### src/rtl/mlp_layer_sequencer.sv
// -----------------------------------------------------------------------------
// mlp_layer_sequencer
//
// Purpose
//   Sequences a fully connected multi-layer perceptron of up to four layers.
//   For every output neuron of every layer it walks the input and weight
//   SRAMs, accumulates the signed products they return, applies ReLU and a
//   fixed-point rescale with saturation, and strobes the result into the
//   output buffer. A run is launched by a start pulse and reported by a
//   one-cycle done pulse; busy covers the run in between.
//
// Per-neuron schedule (IN = input count of the current layer)
//   LOAD  (1)  : accumulator cleared, in_addr returns to 0
//   MAC   (IN) : one address pair issued per cycle; product of the data
//                returned for the previous address pair is accumulated
//   DRAIN (1)  : the last product is accumulated, result is activated
//   WRITE (1)  : out_wr / out_data / out_addr presented together
//
// Parameters
//   DATA_W      signed width of in_data, w_data and out_data
//   ADDR_W      width of in_addr / out_addr; layer sizes up to 2^ADDR_W
//   WADDR_W     width of w_addr (wraps modulo 2^WADDR_W)
//   NUM_LAYERS  number of layers per run, 1..4
//   IN_SIZES    packed ADDR_W-bit input counts, layer 0 in the LSBs, 0 = 2^ADDR_W
//   OUT_SIZES   packed ADDR_W-bit output neuron counts, same encoding
//   FRAC_BITS   arithmetic right shift applied before saturation
//
// Ports
//   clk        in   rising-edge clock
//   rst        in   synchronous, active-low reset
//   start      in   one-cycle pulse that begins a run (ignored unless idle)
//   busy       out  high from the cycle after an accepted start until done
//   done       out  one-cycle pulse at the end of a run
//   layer      out  index of the layer being processed
//   in_addr    out  input SRAM read address
//   w_addr     out  weight SRAM read address, linear across all layers
//   in_data    in   input word, valid one cycle after in_addr
//   w_data     in   weight word, valid one cycle after w_addr
//   out_addr   out  neuron index within the current layer
//   out_data   out  activated result
//   out_wr     out  one-cycle write strobe for out_addr / out_data
//
// Optional feature (macro MLP_SEQ_BIAS_EN)
//   bias_addr  out  {layer, out_addr} of the neuron being started, set for LOAD
//   bias_data  in   per-neuron bias; sign-extended, scaled by 2^FRAC_BITS and
//                   added in DRAIN together with the last product
//   Without the macro there are no bias ports and each neuron starts at 0.
// -----------------------------------------------------------------------------
module mlp_layer_sequencer #(
   parameter int                  DATA_W     = 16,
   parameter int                  ADDR_W     = 4,
   parameter int                  WADDR_W    = 8,
   parameter int                  NUM_LAYERS = 2,
   parameter logic [4*ADDR_W-1:0] IN_SIZES   = {4'd0, 4'd0, 4'd5, 4'd13},
   parameter logic [4*ADDR_W-1:0] OUT_SIZES  = {4'd0, 4'd0, 4'd3, 4'd6},
   parameter int                  FRAC_BITS  = 8
) (
   input  logic                     clk,
   input  logic                     rst,
   input  logic                     start,
   output logic                     busy,
   output logic                     done,
   output logic [1:0]               layer,
   output logic [ADDR_W-1:0]        in_addr,
   output logic [WADDR_W-1:0]       w_addr,
   input  logic signed [DATA_W-1:0] in_data,
   input  logic signed [DATA_W-1:0] w_data,
`ifdef MLP_SEQ_BIAS_EN
   output logic [ADDR_W+1:0]        bias_addr,
   input  logic signed [DATA_W-1:0] bias_data,
`endif
   output logic [ADDR_W-1:0]        out_addr,
   output logic signed [DATA_W-1:0] out_data,
   output logic                     out_wr
);

   // Product of two DATA_W signed words, and an accumulator wide enough to
   // sum 2^ADDR_W of them without overflow.
   localparam int PROD_W = 2 * DATA_W;
   localparam int ACC_W  = 2 * DATA_W + ADDR_W;

   // Largest positive value out_data can carry.
   localparam logic signed [ACC_W-1:0] SAT_MAX = ACC_W'((1 << (DATA_W - 1)) - 1);

   localparam logic [1:0] LAST_LAYER = 2'(NUM_LAYERS - 1);

   typedef enum logic [2:0] {
      S_IDLE,
      S_LOAD,
      S_MAC,
      S_DRAIN,
      S_WRITE,
      S_DONE
   } state_t;

   state_t                  state;
   logic signed [ACC_W-1:0] acc;

   // ---------------------------------------------------------------------------
   // Layer geometry
   // A size entry of 0 means 2^ADDR_W; subtracting one modulo 2^ADDR_W turns
   // every encoding, including 0, directly into the index of the last element.
   // ---------------------------------------------------------------------------
   logic [ADDR_W-1:0] in_last;
   logic [ADDR_W-1:0] out_last;

   // NOTE: every signal assigned in an always_comb gets a value on entry to the
   // block, so no path can leave it unassigned and infer a latch.
   always_comb begin
      in_last  = IN_SIZES[layer*ADDR_W +: ADDR_W] - ADDR_W'(1);
      out_last = OUT_SIZES[layer*ADDR_W +: ADDR_W] - ADDR_W'(1);
   end

   // ---------------------------------------------------------------------------
   // Datapath
   // prod_ext is the sign-extended product of the words currently returned by
   // the SRAMs, i.e. the pair addressed in the previous cycle.
   // ---------------------------------------------------------------------------
   logic signed [PROD_W-1:0] prod;
   logic signed [ACC_W-1:0]  prod_ext;
   logic signed [ACC_W-1:0]  acc_drain;
   logic signed [ACC_W-1:0]  acc_shift;
   logic signed [DATA_W-1:0] act;

`ifdef MLP_SEQ_BIAS_EN
   logic signed [ACC_W-1:0]  bias_ext;
`endif

   always_comb begin
      prod     = in_data * w_data;
      prod_ext = {{(ACC_W - PROD_W){prod[PROD_W-1]}}, prod};
`ifdef MLP_SEQ_BIAS_EN
      // Bias is expressed in output units, so it is aligned with the
      // accumulator's fixed point before it is added.
      bias_ext  = $signed({{(ACC_W - DATA_W){bias_data[DATA_W-1]}}, bias_data}) <<< FRAC_BITS;
      acc_drain = acc + prod_ext + bias_ext;
`else
      acc_drain = acc + prod_ext;
`endif
   end

   // ReLU, rescale and saturate the final sum of a neuron.
   always_comb begin
      acc_shift = acc_drain >>> FRAC_BITS;
      if (acc_drain < 0) begin
         act = '0;
      end else if (acc_shift > SAT_MAX) begin
         act = SAT_MAX[DATA_W-1:0];
      end else begin
         act = acc_shift[DATA_W-1:0];
      end
   end

   // ---------------------------------------------------------------------------
   // Sequencer
   // in_addr doubles as the MAC cycle counter: it starts each neuron at 0,
   // steps once per MAC cycle and parks on the last index instead of wrapping.
   // The first MAC cycle sees data for whatever was addressed during LOAD, so
   // nothing is accumulated until in_addr has moved past 0.
   // ---------------------------------------------------------------------------
   // NOTE: state registers use non-blocking assignments so every register in
   // this block samples values from before the clock edge, whatever the order
   // of statements.
   always_ff @(posedge clk) begin
      if (!rst) begin
         state     <= S_IDLE;
         busy      <= 1'b0;
         done      <= 1'b0;
         out_wr    <= 1'b0;
         layer     <= '0;
         in_addr   <= '0;
         w_addr    <= '0;
         out_addr  <= '0;
         out_data  <= '0;
         acc       <= '0;
`ifdef MLP_SEQ_BIAS_EN
         bias_addr <= '0;
`endif
      end else begin
         // Strobes default low and are raised for exactly one cycle below.
         done   <= 1'b0;
         out_wr <= 1'b0;

         unique case (state)
            S_IDLE: begin
               if (start) begin
                  state     <= S_LOAD;
                  busy      <= 1'b1;
                  layer     <= '0;
                  w_addr    <= '0;
                  out_addr  <= '0;
`ifdef MLP_SEQ_BIAS_EN
                  bias_addr <= '0;
`endif
               end
            end

            S_LOAD: begin
               acc     <= '0;
               in_addr <= '0;
               state   <= S_MAC;
            end

            S_MAC: begin
               // The weight address runs on across neurons and layers.
               w_addr <= w_addr + WADDR_W'(1);
               if (in_addr != '0) begin
                  acc <= acc + prod_ext;
               end
               if (in_addr == in_last) begin
                  state <= S_DRAIN;
               end else begin
                  in_addr <= in_addr + ADDR_W'(1);
               end
            end

            S_DRAIN: begin
               acc      <= acc_drain;
               out_data <= act;
               out_wr   <= 1'b1;
               state    <= S_WRITE;
            end

            S_WRITE: begin
               if (out_addr != out_last) begin
                  out_addr  <= out_addr + ADDR_W'(1);
                  state     <= S_LOAD;
`ifdef MLP_SEQ_BIAS_EN
                  bias_addr <= {layer, out_addr + ADDR_W'(1)};
`endif
               end else if (layer != LAST_LAYER) begin
                  layer     <= layer + 2'd1;
                  out_addr  <= '0;
                  state     <= S_LOAD;
`ifdef MLP_SEQ_BIAS_EN
                  bias_addr <= {layer + 2'd1, {ADDR_W{1'b0}}};
`endif
               end else begin
                  busy  <= 1'b0;
                  done  <= 1'b1;
                  state <= S_DONE;
               end
            end

            // A start arriving here is deliberately dropped.
            S_DONE: begin
               state <= S_IDLE;
            end

            default: begin
               state <= S_IDLE;
            end
         endcase
      end
   end

endmodule
### config.mk
export PLATFORM = sky130hd
export DESIGN_NAME = mlp_layer_sequencer
export DESIGN_NICKNAME = d
export VERILOG_FILES = /design/src/rtl/mlp_layer_sequencer.sv
export SDC_FILE = /design/constraint.sdc
export NUM_CORES = 1
export LEC_CHECK = 0
export BUFFER_PORTS_ARGS = -buffer_cell sky130_fd_sc_hd__buf_2
export CORE_AREA = 2 2 212 214
export CTS_BUF_LIST = sky130_fd_sc_hd__clkbuf_4
export DETAILED_ROUTE_END_ITERATION = 12
export DIE_AREA = 0 0 214 216
export PLACE_DENSITY_LB_ADDON = 0.3
export SETUP_SLACK_MARGIN = 0.5
export SLEW_MARGIN = 20
export SYNTH_ARGS = -nofsm -noshare
export SYNTH_HDL_FRONTEND = slang
export SYNTH_SLANG_ARGS = --single-unit
### constraint.sdc
create_clock -name clk -period 8.95 [get_ports clk]
set_clock_uncertainty 0.2 [all_clocks]
set_input_delay 0.895 -clock clk [delete_from_list [all_inputs] [get_ports clk]]
set_output_delay 0.895 -clock clk [all_outputs]
set_load 0.01 [all_outputs]
Word-level counts from Yosys, hierarchy flattened
Index checks and enable logic that the tools add are counted.
{"block": "classes", "n_eq_ne": 15, "mux": 27, "n_mul": 1, "div": 0, "n_lt_le_gt_ge": 2, "shifts": 2, "n_reduce_logical": 14, "bitwise": 2, "add_sub_neg": 7}
{"operator": "$pmux W36 S3", "count": 1}
{"operator": "$add A36 B32 Y36", "count": 1}
{"operator": "$lt A36 B1 Y1 const B", "count": 1}
{"operator": "$mux W36", "count": 1}
{"operator": "$mul A16 B16 Y32", "count": 1}
{"operator": "$mux W16", "count": 2}
{"operator": "$shiftx A16 B5 Y4 const A", "count": 2}
{"operator": "$gt A28 B16 Y1 const B", "count": 1}
{"operator": "$mux W4", "count": 4}
{"operator": "$pmux W4 S2", "count": 2}
{"operator": "$pmux W8 S2", "count": 1}
{"operator": "$pmux W3 S5", "count": 1}
{"operator": "$ne A2 B2 Y1 const B", "count": 7}
{"operator": "$mux W3", "count": 4}
{"operator": "$add A4 B1 Y4 const B", "count": 2}
{"operator": "$add A8 B1 Y8 const B", "count": 1}
{"operator": "$mux W8", "count": 1}
{"operator": "$reduce_and A2 Y1", "count": 4}
{"operator": "$reduce_and A4 Y1", "count": 2}
{"operator": "$sub A4 B1 Y4 const B", "count": 2}
{"operator": "$eq A3 B2 Y1 const B", "count": 2}
{"operator": "$mux W2", "count": 3}
{"operator": "$reduce_bool A2 Y1", "count": 3}
{"operator": "$mux W1", "count": 5}
{"operator": "other kinds (15)", "count": 16}
{"block": "word_totals", "latchBits": 0, "rom_bits": 0, "ram_bits": 0, "n_memories": 0, "ff_bits": 76, "wordCells": 80}

Longest topological paths before layout
Gate-level depths: netlist (run 1).
{"block": "depth", "ltp_word": 5, "depth_mapped": 26}

Least setup slack after synthesis (run 1)
OpenSTA, ideal clock, no wires.
{"block": "synth_path", "path_type": "input port to flip-flop", "start": "input port w_data[1]", "end": "register out_data[10]", "path_stages": 26, "n_path_buf": 4, "t_required_ns": 8.628, "path_slack_ns": 1.221, "arrival_time_ns": 7.407, "path_cell_list": "clkbuf_1 nand2_1 inv_1 fa_1 inv_1 fa_1 inv_1 fa_1 fa_1 fa_1 inv_1 fa_1 inv_1 ha_1 buf_2 a2111oi_0 o211ai_1 o211ai_1 o31a_1 buf_6 mux2_4 a211oi_2 nand4_1 nor4_4 buf_6 a21oi_1"}
{"block": "synth_via", "elab_chain_len": 5, "word_cells_on_any_way": 6}
{"element": "start, declared", "line": "67", "rtl": "input logic signed [DATA_W-1:0] w_data,"}
{"element": "$mul A16 B16 Y32 *", "line": "130", "rtl": "prod = in_data * w_data;"}
{"element": "$add A36 B32 Y36 *", "line": "138", "rtl": "acc_drain = acc + prod_ext;"}
{"element": "$gt A28 B16 Y1", "line": "147", "rtl": "end else if (acc_shift > SAT_MAX) begin"}
{"element": "$mux W16", "line": "147"}
{"element": "$mux W16 *", "line": "145", "rtl": "if (acc_drain < 0) begin"}
{"element": "end signal, assigned", "line": "219", "rtl": "out_data <= act;"}
{"element": "end, declared", "line": "73", "rtl": "output logic signed [DATA_W-1:0] out_data,"}
Mark *: on every way between the ends. The rest lies on a longest branch, timed or not.
A chain may end at the register's enable or synchronous reset.

Worst setup path after layout (run 1)
{"block": "layout_path", "start": "input port in_data[15]", "end": "register out_data[14]"}
{"block": "layout_via", "elab_chain_len": 5, "word_cells_on_any_way": 6}
{"element": "start, declared", "line": "66", "rtl": "input logic signed [DATA_W-1:0] in_data,"}
{"element": "$mul A16 B16 Y32 *", "line": "130"}
{"element": "$add A36 B32 Y36 *", "line": "138"}
{"element": "$gt A28 B16 Y1", "line": "147"}
{"element": "$mux W16", "line": "147"}
{"element": "$mux W16 *", "line": "145"}
Marks and branches as above.

==> results of run 1 <==
-- through the flow --
stage                     worst slack [ps]  std cells  hold slack, ps
after floorplan                       1220       1687             245
after global placement                 791       2286             258
after detailed placement               657       2286             271
after CTS                             1110       2302             291
after global routing                   671       2303             306
final                                 1110       2303             291
-- tightest hold or removal path, stage by stage, from the launching register on --
cell      delay, ps
dfxtp_1         350
nand2_1          50
a21boi_0         60
-- cells in the final DEF, fill, tap and decap left out, types with 6 or more instances in the layout --
cell type  instances
o21bai_1           6
a21oi_1           78
a22oi_1           29
a21boi_0          10
nor2b_1           40
nor2_1            48
a211oi_1          21
inv_1            373
dfxtp_1           76
ha_1             114
o211ai_1           7
buf_4              7
o21ai_0           31
a21o_1             7
xor2_1            18
nand3_1           26
clkbuf_4          10
fa_1             313
buf_2             71
xnor2_1           21
nand2_1          169
nand4_1           14
and2_1           135
-- Yosys cell counts, types with 2 or more instances --
library cell | n | area share (%)
inv_1 | 373 | 9.2
fa_1 | 314 | 41
nand2_1 | 169 | 4.2
and2_1 | 135 | 5.5
ha_1 | 114 | 9.4
a21oi_1 | 78 | 2.6
dfxtp_1 | 76 | 10
clkbuf_1 | 58 | 1.4
nor2_1 | 48 | 1.2
nor2b_1 | 40 | 1.6
o21ai_0 | 31 | 1.0
a22oi_1 | 29 | 1.4
nand3_1 | 26 | 0.85
a211oi_1 | 21 | 1.0
xnor2_1 | 21 | 1.2
xor2_1 | 18 | 1.0
nand4_1 | 14 | 0.57
a21boi_0 | 11 | 0.54
buf_2 | 8 | 0.26
a21o_1 | 7 | 0.34
o211ai_1 | 7 | 0.34
o21bai_1 | 6 | 0.30
and3_1 | 5 | 0.21
mux2i_1 | 5 | 0.33
nand2b_1 | 5 | 0.21
nor3_1 | 5 | 0.16
o221ai_1 | 5 | 0.29
o21a_1 | 4 | 0.20
a21oi_2 | 3 | 0.17
a221oi_1 | 3 | 0.17
or2_2 | 3 | 0.12
a211o_1 | 2 | 0.11
and4_1 | 2 | 0.11
buf_1 | 2 | 0.049
buf_6 | 2 | 0.15
nor3b_1 | 2 | 0.098
nor4b_1 | 2 | 0.11
o2111a_1 | 2 | 0.15
o31a_1 | 2 | 0.11
-- worst paths after layout --
| path | startpoint | to | slack [ps] | cells after the start |
|---|---|---|---|---|
| worst max-delay path | in_data[15] | out_data[14] | 1110 | 24 |
| worst min-delay path | acc[0] | acc[0] | 290 | 2 |
| worst max register to register | acc[15] | out_data[14] | 2670 | 20 |
| worst min register to register | acc[0] | acc[0] | 290 | 2 |
-- registers in the layout, summed over array words and instances (netlist names) --
register and flops:
busy 1, in_addr 4, acc 36, out_wr 1
out_data 16, layer 2, done 1, w_addr 8
out_addr 4, state 3
-- per-layer routing --
metal / part of all wire, % / track usage, % / up-vias
met5: 0 / 0 / -
met4: 1.0 / 2.94 / 0
met3: 3.9 / 1.87 / 30
met2: 44 / 25.8 / 206
met1: 51 / 25.2 / 5541
li1: - / - / 5223
-- area by class of cell --
cell class / count / area, µm² / area share [%]
multi-input combinational: 1167 / 12000 / 74.0
sequential: 76 / 1520 / 9.36
inverter: 373 / 1400 / 8.61
tap: 592 / 741 / 4.55
timing repair buffer: 78 / 408 / 2.51
clock buffer: 10 / 75.1 / 0.462
clock inverter: 6 / 72.6 / 0.446
antenna: 1 / 2.50 / 0.0154
-- cell families after synthesis --
family	count (synthesis)	synth area share, %
AND/OR/NAND/NOR	466	15.6
buffers and inverters	444	11.1
adder cells (fa/ha/maj)	428	50.6
AO/OA/AOI/OAI	228	10.1
flip-flops	76	9.98
XOR/XNOR	39	2.24
multiplexers	6	0.427
==> run metrics, run 1 <==
status=completed; Max-Cap Viols=0; Synth cell types=68; DRC=0; Routed WL per cell=about 16 µm; DR vias/cell=between 4 and 5; CP Class=in -> reg; Post-Syn Nets=between 2000 and 2500; DRT iter0 DRCs=between 500 and 600; clock latency on the worst-skew pair=450 ps; Starting Density=a little over a third; RSZ-0062 raised after global routing=no; main flop type after synthesis=dfxtp_1; Post-DP HPWL=30.8 mm; Worst path max stage delay=approximately 680 ps; normalized max-slew margin=approximately a third; HP Class=reg -> reg; clk slew on worst S/H paths=approximately 150 ps; Std-Cell Rows=77; # clock sinks=76; f_max=approximately 130 MHz; warnings from Yosys=0; Final min period=7840 ps; die width=between 200 and 250 µm; Worst-Margin Slew=around 1000 ps; CTS HTree Levels=3; clk buf depth=2; fin util=37.1%; syn avg cell area=between 9 and 10 µm²; DR vias=11000; CTS tree=done; sequential area share after synthesis=roughly a tenth; CORE AREA=43800 µm²; Placer Congestion=between 0.8 and 0.9; Final ANT Viol Nets=0; Die Y=between 200 and 250 µm; crit-path cells=buf_2, nand2_1, inv_1, fa_2, inv_1, fa_1, inv_1, fa_1, fa_1, fa_1, inv_1, fa_1, inv_1, ha_1, a2111oi_0, o211ai_1, o211ai_1, o31a_1, mux2_4, a211oi_2, nand4_1, nor4_4, buf_4, a21oi_1; final setup fails=0; IO Pins=just over 70; Area growth, synth to finish=6.67%; Final period util=between 80 and 90%; #FFs+latches synth=76; pin count of the biggest net entering global routing=about 60; max-slew violation count=0; Critical Path RT=~9100 ps; critical path's slowest cell=fa_2; Final Hold Viols=0; initial antenna violation count=1; setup tns final=0 ps; first-pass GRT wire length=62.9 mm; Post-DP Area=between 15000 and 20000 µm²; clk root buf=clkbuf_4; CTS Buf Count=9; Worst EP arrival=7970 ps; full die area=46200 µm²; Total Wirelength=~36 mm; number of flops mapped to enable cells by yosys=0; Crit path max-delay family=adder cells; total grt overflow=0; highest net fanout along the worst path=15; CTS-repair resized insts=0; share of flip-flops with an asynchronous set or reset=0%; post-CTS repair timing setup buffer count=0; synthesized instance count=between 1500 and 2000; Final #Nets=approximately 2200; vias in the first global route=11784; layout cells sized above 1=under 10%; hold buffers post-CTS=0; crit path buf inv count=7; Setup crit start kind=input pin; GRT Overall Usage=roughly 17%; Mapped Area=about 15000 µm²; IO buf count=71; drt first pass iters=5; critical path capture point type=flip-flop; cell area after layout=~16000 µm²; Fill cells=around 4500
Power of run 1 is left out: the tool's default activity adds up to more than one toggle a clock period on the data nets, which glitch-free logic cannot reach.
==> run 2, diff against run 1 <==
BUFFER_PORTS_ARGS = -buffer_cell sky130_fd_sc_hd__buf_4   (was -buffer_cell sky130_fd_sc_hd__buf_2)
MAX_ROUTING_LAYER = met4   (was default)
==> run 2 against run 1 <==
  * Setup slack better by 22 ps
  * Routed wire length down 0.66%
  * Count of clock-buffer cells in the layout down 1
  * Maximum frequency up 0.29%
  * Core utilization up 0.32 points
  * Critical path depth unchanged
  * Cell count down 0.17%
  * Highest routed layer unchanged
==> run metrics, run 2 (same netlist as run 1, synthesis figures left out) <==
status=completed (unchanged); biggest regs=acc: 36 flops, out_data: 16 flops, w_addr: 8 flops (unchanged); DR vias/cell=4.80 (was 4.78); WHS=282 ps (was 291 ps); commonest non-fill, non-tap cell in the layout=inv_1 (unchanged); Max-Cap Viols=0 (unchanged); Worst-Margin Slew=1020 ps (was 1000 ps); layout cells sized above 1=6.39% (was 6.67%); max FFs per register=36 (unchanged); Area growth, synth to finish=7.58% (was 6.67%); full die area=46200 µm² (unchanged); CTS Buf Count=9 (unchanged); clk root buf=clkbuf_4 (unchanged); die width=214 µm (unchanged); Total Wirelength=36.0 mm (was 36.3 mm); crit path from=w_data[1] (was in_data[15]); GRT Overall Usage=17.0% (was 16.7%); Fill cells=4454 (was 4461); Final min period=7810 ps (was 7840 ps); cell area after layout=16400 µm² (was 16300 µm²); critical path capture point type=flip-flop (unchanged); Reg-to-Reg End=out_data[11] (was out_data[14]); clk buf depth=2 (unchanged); Final ANT Viol Nets=0 (unchanged); end of the critical path=out_data[11] (was out_data[14]); DRT iter0 DRCs=580 (was 596); post-CTS repair timing setup buffer count=0 (unchanged); Reg area=1520 µm² (unchanged); Worst Reg2Reg Path Length in Cells=20 (unchanged); clock latency on the worst-skew pair=440 ps (was 450 ps); # clock sinks=76 (unchanged); fin util=37.4% (was 37.1%); total grt overflow=0 (unchanged); DRC=0 (unchanged); HP Class=reg -> reg (unchanged); final setup fails=0 (unchanged); max-slew violation count=0 (unchanged); Starting Density=34.8% (unchanged); drt first pass iters=5 (unchanged); f_max=128 MHz (about the same); Post-DP HPWL=30.4 mm (was 30.8 mm); commonest non-fill, non-tap cells in the layout=inv_1, fa_1, nand2_1 (unchanged); Setup crit start kind=input pin (unchanged); Post-DP Area=16300 µm² (was 16100 µm²); Critical Path RT=9060 ps (was 9080 ps); pin count of the biggest net entering global routing=59 (unchanged); DR vias=11039 (was 11000); normalized max-slew margin=32.1% (was 32.3%); R2R setup slack=2680 ps (was 2670 ps); CTS tree=done (unchanged); Final #Nets=2165 (was 2168); CTS HTree Levels=3 (unchanged); clk slew on worst S/H paths=140 ps (was 150 ps); Routed WL per cell=15.7 µm (about the same); Placer Congestion=0.848 (was 0.817); R2R Path Start=acc[15] (unchanged); Std-Cell Rows=77 (unchanged); RSZ-0062 raised after global routing=no (unchanged); Final period util=87.3% (was 87.6%); first-pass GRT wire length=62.7 mm (was 62.9 mm); CORE AREA=43800 µm² (unchanged); IO buf count=71 (unchanged); initial antenna violation count=1 (unchanged); CP Class=in -> reg (unchanged); area of the multi-input gates=12000 µm² (unchanged); vias in the first global route=11852 (was 11784); setup tns final=0 ps (unchanged); Final Hold Viols=0 (unchanged); Largest Register=acc (unchanged); hold buffers post-CTS=0 (unchanged); Die Y=216 µm (unchanged); CTS-repair resized insts=0 (unchanged); Worst EP arrival=7930 ps (was 7970 ps); IO Pins=72 (unchanged); highest net fanout along the worst path=16 (was 15)
[run 2: per-stage QoR]
step	std cells	worst slack, ps
floorplan	1687	1220
global placement	2283	770
detailed placement	2283	644
CTS	2298	1080
global route	2299	679
finish	2299	1140
[run 2: routing by layer]
layer / global-route usage, % / wire, µm / vias to the layer above
li1: - / - / 5226
met1: 25.0 / 18100 / 5581
met2: 25.9 / 16200 / 205
met3: 1.66 / 1390 / 27
met4: 2.66 / 315 / 0
met5: - / 0 / -
[run 2: worst max-delay path, cell delays in order]
cell and delay, ps:
buf_4 170, nand2_1 160, inv_1 90, fa_2 670, inv_1 90, fa_1 530, inv_1 290, fa_1 500
fa_1 510, fa_1 490, inv_1 50, fa_1 480, inv_1 40, ha_1 390, a2111oi_0 630, o211ai_1 180
o211ai_1 170, o31a_1 380, mux2_4 340, a211oi_2 170, nand4_1 170, nor4_4 180, buf_4 260, a21oi_1 90
[run 2: worst min path at each step]
stage | start | slack [ps] | to | cells after the start
floorplan | acc[29] | 250 | acc[29] | 2
global placement | out_data[15] | 250 | out_data[15] | 1
detailed placement | out_data[15] | 260 | out_data[15] | 1
CTS | acc[0] | 290 | acc[0] | 2
global route | acc[0] | 310 | acc[0] | 2
finish | acc[0] | 280 | acc[0] | 2
[run 2: final cells by class]
| cell class | count | area share [%] |
|---|---|---|
| Tap cell | 592 | 4.52 |
| Antenna cell | 1 | 0.0153 |
| Timing Repair Buffer | 75 | 3.43 |
| Multi-Input combinational cell | 1167 | 73.4 |
| Clock inverter | 6 | 0.389 |
| Clock buffer | 9 | 0.412 |
| Inverter | 373 | 8.54 |
| Sequential cell | 76 | 9.28 |
Power of run 2 is left out for the same reason.
